==> config.mk <==
export PLATFORM = sky130hd
export DESIGN_NAME = sensor_alarm_monitor
export DESIGN_NICKNAME = d
export VERILOG_FILES = /design/src/rtl/sensor_mon_pkg.sv /design/src/rtl/sensor_ch_fsm.sv /design/src/rtl/sensor_alarm_monitor.sv
export SDC_FILE = /design/constraint.sdc
export NUM_CORES = 1
export LEC_CHECK = 0
export ABC_CLOCK_PERIOD_IN_PS = 5100
export CAP_MARGIN = 20
export CORE_MARGIN = 4
export CORE_UTILIZATION = 50
export CTS_CLUSTER_SIZE = 30
export DETAILED_ROUTE_END_ITERATION = 8
export PLACE_DENSITY_LB_ADDON = 0.12
export SETUP_SLACK_MARGIN = 0.3
export SLEW_MARGIN = 20
export SYNTH_ARGS = -nofsm -noshare
export SYNTH_HDL_FRONTEND = slang
export SYNTH_SLANG_ARGS = --single-unit
==> constraint.sdc <==
create_clock -name clk -period 5.1 [get_ports clk]
set_clock_uncertainty 0.1 [all_clocks]
set_input_delay 1.02 -clock clk [delete_from_list [all_inputs] [get_ports clk]]
set_output_delay 1.02 -clock clk [all_outputs]
set_load 0.01 [all_outputs]
==> src/rtl/sensor_mon_pkg.sv <==
// -----------------------------------------------------------------------------
// sensor_mon_pkg
// Shared types and helpers for the sensor alarm monitor.
//   ch_state_t : per-channel alarm state (NORMAL, PENDING, ALARM_UNACK, ALARM_ACK)
//   CNT_W      : width of the persistence counter (PERSIST is at most 15)
//   ch_width() : index width for n items, never less than 1 bit
// -----------------------------------------------------------------------------
package sensor_mon_pkg;

   typedef enum logic [1:0] {
      NORMAL      = 2'd0,
      PENDING     = 2'd1,
      ALARM_UNACK = 2'd2,
      ALARM_ACK   = 2'd3
   } ch_state_t;

   localparam int CNT_W = 4;

   // A single channel (or a divider of 1) still needs a 1-bit index.
   function automatic int ch_width(input int n);
      return (n <= 2) ? 1 : $clog2(n);
   endfunction

endpackage

==> src/rtl/sensor_ch_fsm.sv <==
// -----------------------------------------------------------------------------
// sensor_ch_fsm
// One sensor channel: stored sample, threshold, persistence counter and the
// alarm state machine.
//   clk, reset : system clock, asynchronous active-high reset
//   en         : system enable; low forces NORMAL and clears the counter
//   smp_we     : sample write for this channel (already qualified by the top)
//   thr_we     : threshold write for this channel
//   wr_data    : sample or threshold value
//   ack        : global acknowledge pulse
//   sample     : currently stored sample
//   state      : current FSM state (also serves as the debug view)
// -----------------------------------------------------------------------------
module sensor_ch_fsm
   import sensor_mon_pkg::*;
#(
   parameter int DATA_W   = 8,
   parameter int PERSIST  = 3,
   parameter int HYST     = 2,
   parameter int THR_INIT = 200
) (
   input  logic              clk,
   input  logic              reset,
   input  logic              en,
   input  logic              smp_we,
   input  logic              thr_we,
   input  logic [DATA_W-1:0] wr_data,
   input  logic              ack,
   output logic [DATA_W-1:0] sample,
   output ch_state_t         state
);

   localparam int DW1 = DATA_W + 1;
   localparam logic [DATA_W:0]  HYST_EXT  = DW1'(HYST);
   localparam logic [CNT_W-1:0] PERSIST_C = CNT_W'(PERSIST);

   logic [DATA_W-1:0] thr;
   logic [CNT_W-1:0]  cnt;
   logic [CNT_W-1:0]  cnt_inc;
   logic [DATA_W-1:0] cur_sample;
   logic [DATA_W:0]   sum_ext;
   logic              over;
   logic              clear;

   // Clear looks at the sample as it will be after this edge, so an ack that
   // coincides with a sample write judges the new value. The sum is done one
   // bit wider so sample + HYST cannot wrap. A threshold below HYST would make
   // the subtraction form meaningless, so only a zero reading clears then.
   always_comb begin
      cur_sample = smp_we ? wr_data : sample;
      over       = (wr_data > thr);
      sum_ext    = {1'b0, cur_sample} + HYST_EXT;
      cnt_inc    = cnt + 1'b1;
      if ({1'b0, thr} < HYST_EXT) begin
         clear = (cur_sample == '0);
      end else begin
         clear = (sum_ext <= {1'b0, thr});
      end
   end

   always_ff @(posedge clk or posedge reset) begin
      if (reset) begin
         sample <= '0;
         thr    <= DATA_W'(THR_INIT);
         cnt    <= '0;
         state  <= NORMAL;
      end else begin
         // Threshold only takes effect on the next sample comparison.
         if (thr_we) thr    <= wr_data;
         if (smp_we) sample <= wr_data;

         if (!en) begin
            state <= NORMAL;
            cnt   <= '0;
         end else begin
            case (state)
               NORMAL: begin
                  if (smp_we && over) begin
                     cnt <= CNT_W'(1);
                     if (PERSIST == 1) state <= ALARM_UNACK;
                     else              state <= PENDING;
                  end
               end
               PENDING: begin
                  if (smp_we) begin
                     if (over) begin
                        cnt <= cnt_inc;
                        if (cnt_inc >= PERSIST_C) state <= ALARM_UNACK;
                     end else begin
                        cnt   <= '0;
                        state <= NORMAL;
                     end
                  end
               end
               // Latched: only ack can move the channel out of here.
               ALARM_UNACK: begin
                  if (ack) begin
                     cnt   <= '0;
                     state <= clear ? NORMAL : ALARM_ACK;
                  end
               end
               ALARM_ACK: begin
                  if (smp_we && clear) begin
                     cnt   <= '0;
                     state <= NORMAL;
                  end
               end
               default: begin
                  cnt   <= '0;
                  state <= NORMAL;
               end
            endcase
         end
      end
   end

endmodule

==> src/rtl/sensor_alarm_monitor.sv <==
// -----------------------------------------------------------------------------
// sensor_alarm_monitor
// N-channel sensor alarm monitor: write decode, per-channel alarm FSMs,
// max-reading tree, LED blink divider and LED drive.
//   clk, reset : system clock, asynchronous active-high reset
//   EN         : system on; low forces all channels to NORMAL and LED off
//   wr_valid   : sample write strobe
//   cfg_we     : threshold write strobe (wins over wr_valid)
//   wr_ch      : target channel; values >= N_CH are ignored
//   wr_data    : sample or threshold value
//   ack        : acknowledge pulse for all channels
//   alarm_vec  : bit i set while channel i is ALARM_UNACK or ALARM_ACK
//   led_alarm  : blinking for unacknowledged alarms, steady for acknowledged
//   max_val    : largest stored sample (registered)
//   max_ch     : lowest channel index holding max_val (registered)
//   ch_state   : debug view of every channel FSM, 2 bits per channel
//
// Handshake: wr_valid and cfg_we are single-cycle strobes with no ready; the
// block accepts every strobe on the edge that samples it, so a strobe held
// high for k cycles is k writes.
// -----------------------------------------------------------------------------
module sensor_alarm_monitor
   import sensor_mon_pkg::*;
#(
   parameter  int N_CH      = 4,
   parameter  int DATA_W    = 8,
   parameter  int PERSIST   = 3,
   parameter  int HYST      = 2,
   parameter  int THR_INIT  = 200,
   parameter  int BLINK_DIV = 25_000_000,
   localparam int CH_W      = ch_width(N_CH)
) (
   input  logic                clk,
   input  logic                reset,
   input  logic                EN,
   input  logic                wr_valid,
   input  logic                cfg_we,
   input  logic [CH_W-1:0]     wr_ch,
   input  logic [DATA_W-1:0]   wr_data,
   input  logic                ack,
   output logic [N_CH-1:0]     alarm_vec,
   output logic                led_alarm,
   output logic [DATA_W-1:0]   max_val,
   output logic [CH_W-1:0]     max_ch,
   output logic [2*N_CH-1:0]   ch_state
);

   localparam int BLK_W = ch_width(BLINK_DIV);
   localparam logic [BLK_W-1:0] BLK_LAST = BLK_W'(BLINK_DIV - 1);

   ch_state_t         st  [N_CH];
   logic [DATA_W-1:0] smp [N_CH];

   logic [N_CH-1:0]   unack_vec;
   logic [N_CH-1:0]   ack_vec;
   logic              any_unack;
   logic              any_ack;

   logic [DATA_W-1:0] best_val;
   logic [CH_W-1:0]   best_ch;

   logic [BLK_W-1:0]  blink_cnt;
   logic              blink_phase;

   // Out-of-range channels never match any instance, so those writes vanish.
   // A threshold write in the same cycle suppresses the sample write.
   for (genvar i = 0; i < N_CH; i++) begin : g_ch
      logic hit;
      assign hit = (wr_ch == CH_W'(i));

      sensor_ch_fsm #(
         .DATA_W   (DATA_W),
         .PERSIST  (PERSIST),
         .HYST     (HYST),
         .THR_INIT (THR_INIT)
      ) u_ch (
         .clk     (clk),
         .reset   (reset),
         .en      (EN),
         .smp_we  (wr_valid && EN && !cfg_we && hit),
         .thr_we  (cfg_we && hit),
         .wr_data (wr_data),
         .ack     (ack),
         .sample  (smp[i]),
         .state   (st[i])
      );

      assign unack_vec[i]       = (st[i] == ALARM_UNACK);
      assign ack_vec[i]         = (st[i] == ALARM_ACK);
      assign alarm_vec[i]       = unack_vec[i] || ack_vec[i];
      assign ch_state[2*i +: 2] = st[i];
   end

   assign any_unack = |unack_vec;
   assign any_ack   = |ack_vec;

   // Strictly-greater replacement while scanning upward keeps ties on the
   // lowest channel index.
   always_comb begin
      best_val = smp[0];
      best_ch  = '0;
      for (int i = 1; i < N_CH; i++) begin
         if (smp[i] > best_val) begin
            best_val = smp[i];
            best_ch  = CH_W'(i);
         end
      end
   end

   always_ff @(posedge clk or posedge reset) begin
      if (reset) begin
         max_val <= '0;
         max_ch  <= '0;
      end else begin
         max_val <= best_val;
         max_ch  <= best_ch;
      end
   end

   // The divider only runs while something is unacknowledged, and restarts
   // from phase 0 each time, so a fresh alarm is dark for the first
   // half-period and lit for the second.
   always_ff @(posedge clk or posedge reset) begin
      if (reset) begin
         blink_cnt   <= '0;
         blink_phase <= 1'b0;
         led_alarm   <= 1'b0;
      end else begin
         if (!EN || !any_unack) begin
            blink_cnt   <= '0;
            blink_phase <= 1'b0;
         end else if (blink_cnt == BLK_LAST) begin
            blink_cnt   <= '0;
            blink_phase <= ~blink_phase;
         end else begin
            blink_cnt   <= blink_cnt + 1'b1;
         end

         if (!EN)            led_alarm <= 1'b0;
         else if (any_unack) led_alarm <= blink_phase;
         else                led_alarm <= any_ack;
      end
   end

endmodule
==> results.txt <==
----------------------------------------------------
[Timing]
  RSZ-0062 raised after global routing ... true
  Rel. slew slack ... 37.5%
  Setup_tns ... 0 ps
  Final hold violation count ... 0
  Fin crit period ... about 4900 ps
  Final setup violation count ... 0
  FMAX ... just over 0.2 GHz
  Crit share post-route ... about 96%
  Pins Over Slew Limit ... 0
  Worst Slack Setup Final ... 228 ps
  Slew @ Worst Pin ... 937 ps

[Worst setup path]
  Max stage delay cell, worst path ... dfrtp_1
  Endpoint class of the critical path ... register
  Arrival time of data at the critical path endpoint ... 5090 ps
  Crit path max fanout ... 7
  Crit path required time ... 5320 ps
  Kind of start point of the critical path ... register
  Cell family with most CP delay ... compound AO/OA/AOI/OAI gates
  Type of the setup path with the least slack ... register to register
  CP bufs+invs ... 6
  CP peak stage delay ... 390 ps

[Yosys]
  Ys flop type ... dfrtp_1
  Dominant combinational cell family by area after synthesis ... simple AND/OR/NAND/NOR gates
  Yosys synthesis warning count ... 0
  Mux contribution to synthesized area ... 5.98%
  Adder-cell area share of the yosys netlist ... 14.0%
  Synth Register Bits ... 125
  Seq/Total Area, Yosys ... 34.8%
  Syn Nets ... 1115
  Gate count after technology mapping ... 998
  Syn Area/Cell ... 9.04 sq um
  Number of synthesized flops with an enable pin ... 0
  Synth Area in Compound Gates ... 16.3%
  XOR/XNOR Fraction of Synth Area ... 4.47%
  Area of the mapped netlist ... between 9000 and 10000 sq um
  Simple-gate share of the synthesized area ... 19.2%
  Count of different cell masters after synthesis ... 76
  Share of async-settable or async-resettable flops after synthesis ... 100%

[Detailed routing]
  Antenna Nets Post-Route ... 0
  Starting DRT DRC Count ... 600
  Via density per instance ... 5.85
  Final routed DRC violation total ... 0
  Vias ... between 7k and 8k
  DR pass1 iterations ... 4
  Routed length per instance ... 18.7 um
  Total detailed-routing wirelength ... 24700 um

[Place]
  Worst-case setup slack after placement ... 46.5 ps
  Detailed Place HPWL ... 17600 um
  Last weighted congestion value of the routability-driven placer ... 0.889
  PortBufs ... 38

[Floorplan]
  Number of primary I/O pins ... 39
  Die ar. ... 20300 sq um
  Count of standard-cell rows ... between 40 and 50
  Core region area ... 17500 sq um
  Die extent in x ... 142 um
  Height of the die ... around 140 um
  Initial core utilization ... 51.6%

[Global routing]
  Total gr overflow ... 0
  Pin count of the biggest net entering global routing ... 71
  Wire length of the first global-routing pass ... 39300 um
  Via count of the first global-routing pass ... about 7.4k
  Initial antenna violation count ... 0
  Global routing usage summed across all routing layers ... 24.6%

[Cells and area]
  Number of nets in the final layout ... roughly 1.2k
  Antenna diode count ... 0
  Layout cells sized above 1 ... 19.5%
  Count of filler cells inserted in the layout ... 1444
  Layout area overhead ... 22.2%

[Power and ir drop]
  Peak supply drop ... about 0.44 mV
  Leakage power figure ... 4.94 nW
  Ratio of total power to cell area ... roughly 450 nW/um^2

[Clocking]
  CTS max path bufs ... 2
  Number of buffers inserted by hold repair at cts ... 0
  Maximum level of the CTS H-tree ... 4
  Clock insertion delay at the later pin of the skew report ... 430 ps
  CTS tree ... built
  Number of clock sinks ... 125
  Root Buffer ... clkbuf_16
  Clock input transition at the sequential cells of the worst setup and hold paths ... ~60 ps
  TritonCTS Buffers ... 17

[Outcome]
  Status ... finished clean

[Min path]
  HP Class ... register to register

[Run]
  Number of maximum-capacitance violations ... 0

----------------------------------------------------
path summary, 6_finish.rpt:
check	startpoint	to	slack (ps)	cells after the start
setup / recovery	g_ch[0].u_ch.sample[5]	max_val[5]	230	26
min in group asynchronous	reset	g_ch[0].u_ch.sample[2]	1020	2
hold reg to reg	blink_cnt[0]	blink_cnt[0]	360	1
setup reg to reg	g_ch[0].u_ch.sample[5]	max_val[5]	230	26
max in group asynchronous	reset	g_ch[0].u_ch.thr[7]	3030	3
hold / removal	blink_cnt[0]	blink_cnt[0]	360	1
kinds of logic (layout without fill, tap and decap cells):
| kind of cell | Yosys count | count (layout) |
|---|---|---|
| xor gates and xnor gates | 46 | 46 |
| and+or+nand+nor | 341 | 342 |
| AOI/OAI and AO/OA | 216 | 216 |
| muxes | 50 | 50 |
| DFF | 125 | 125 |
| adders and majority gates | 101 | 101 |
| buffers and inverters | 119 | 217 |
placed cells by master (no fill, tap or decap), types with 6 or more instances in the layout:
| master | instances |
|---|---|
| dfrtp_1 | 110 |
| nor2b_1 | 14 |
| buf_4 | 54 |
| mux2_4 | 6 |
| nor4_1 | 9 |
| a221oi_2 | 8 |
| clkbuf_16 | 17 |
| o31ai_1 | 13 |
| ha_4 | 9 |
| and2_1 | 6 |
| inv_1 | 79 |
| nand4_1 | 23 |
| mux2_2 | 24 |
| inv_2 | 6 |
| ha_1 | 91 |
| o21ai_0 | 48 |
| nor2_1 | 81 |
| clkdlybuf4s50_1 | 38 |
| xor2_1 | 25 |
| a21oi_2 | 6 |
| o211ai_1 | 8 |
| nor3_1 | 16 |
| o21ai_1 | 8 |
| mux2i_1 | 13 |
| xnor2_1 | 21 |
| dfstp_2 | 12 |
| nand2_1 | 91 |
| and3_1 | 15 |
| nand3_1 | 35 |
| a21o_1 | 15 |
| a21oi_1 | 47 |
routing by layer:
| layer | track usage, % | part of all wire [%] |
|---|---|---|
| met5 | 0 | 0 |
| met4 | 9.50 | 3.0 |
| met3 | 3.97 | 4.3 |
| met2 | 35.9 | 43 |
| met1 | 36.7 | 49 |
registers in the layout (all words and copies together) (netlist names):
| name | flops |
|---|---|
| blink_cnt | 25 |
| g_ch.u_ch.cnt | 16 |
| g_ch.u_ch.sample | 32 |
| g_ch.u_ch.state | 8 |
| max_ch | 2 |
| blink_phase | 1 |
| max_val | 8 |
| g_ch.u_ch.thr | 32 |
| led_alarm | 1 |
report_power, final:
| group | internal [W] | switching (W) | leakage, nW |
|---|---|---|---|
| clock network | 0.000818 | 0.000484 | 0.292 |
| registers | 0.00117 | 0.000161 | 1.57 |
| logic | 0.00112 | 0.00121 | 3.08 |
area by class of cell:
type	instances	area [sq um]	area share (%)
inverters	86	325	2.95
clock buffers	18	429	3.89
repair buffers	99	882	8.00
clock inverters	14	195	1.77
flip-flops and latches	125	3150	28.5
well taps	225	282	2.55
multi-input cells	755	5770	52.3
repair_timing:
item | CTS | global route
cloned | 4 | 0
setup buffers | 4 | 10
resized for setup | 27 | 43
pin swaps | 3 | 19
setup endpoints to repair | 10 | 11
synthesized netlist by cell type (5+ instances only):
cell	instances	area [sq um]
mux2_2	30	338
ha_1	101	1260
mux2i_1	19	190
dfrtp_1	113	2830
o21ai_0	52	260
nor3b_1	9	67.6
xnor2_1	21	184
o41ai_2	5	81.3
and2_1	6	37.5
xor2_1	25	219
and3_1	15	93.8
a221oi_1	11	96.3
a21oi_1	52	260
a21o_1	15	113
nand2_1	91	342
o21ai_1	6	30.0
nor3_1	16	80.1
nand4_1	23	144
o211ai_1	8	60.1
clkbuf_1	19	71.3
dfstp_2	12	315
buf_2	13	65.1
inv_1	83	312
nand3_1	35	175
o31ai_1	13	97.6
nor2b_1	16	100
and4_1	6	52.6
nor4_1	9	56.3
nand2b_1	5	31.3
o21bai_1	5	37.5
nor2_1	82	308
stage by stage:
stage                     utilization, %  power (W)  std cells  instance area [sq um]  hold WS [ps]
after floorplan                        -    0.00253        998                   9060           324
after global placement              56.7    0.00302       1272                   9900           345
after detailed placement            56.7    0.00305       1272                   9900           354
after CTS                           61.2    0.00460       1312                  10700           366
after global routing                63.1    0.00526       1322                  11000           399
final                               63.1    0.00496       1322                  11000           365
(Power assumes the default switching activity.)
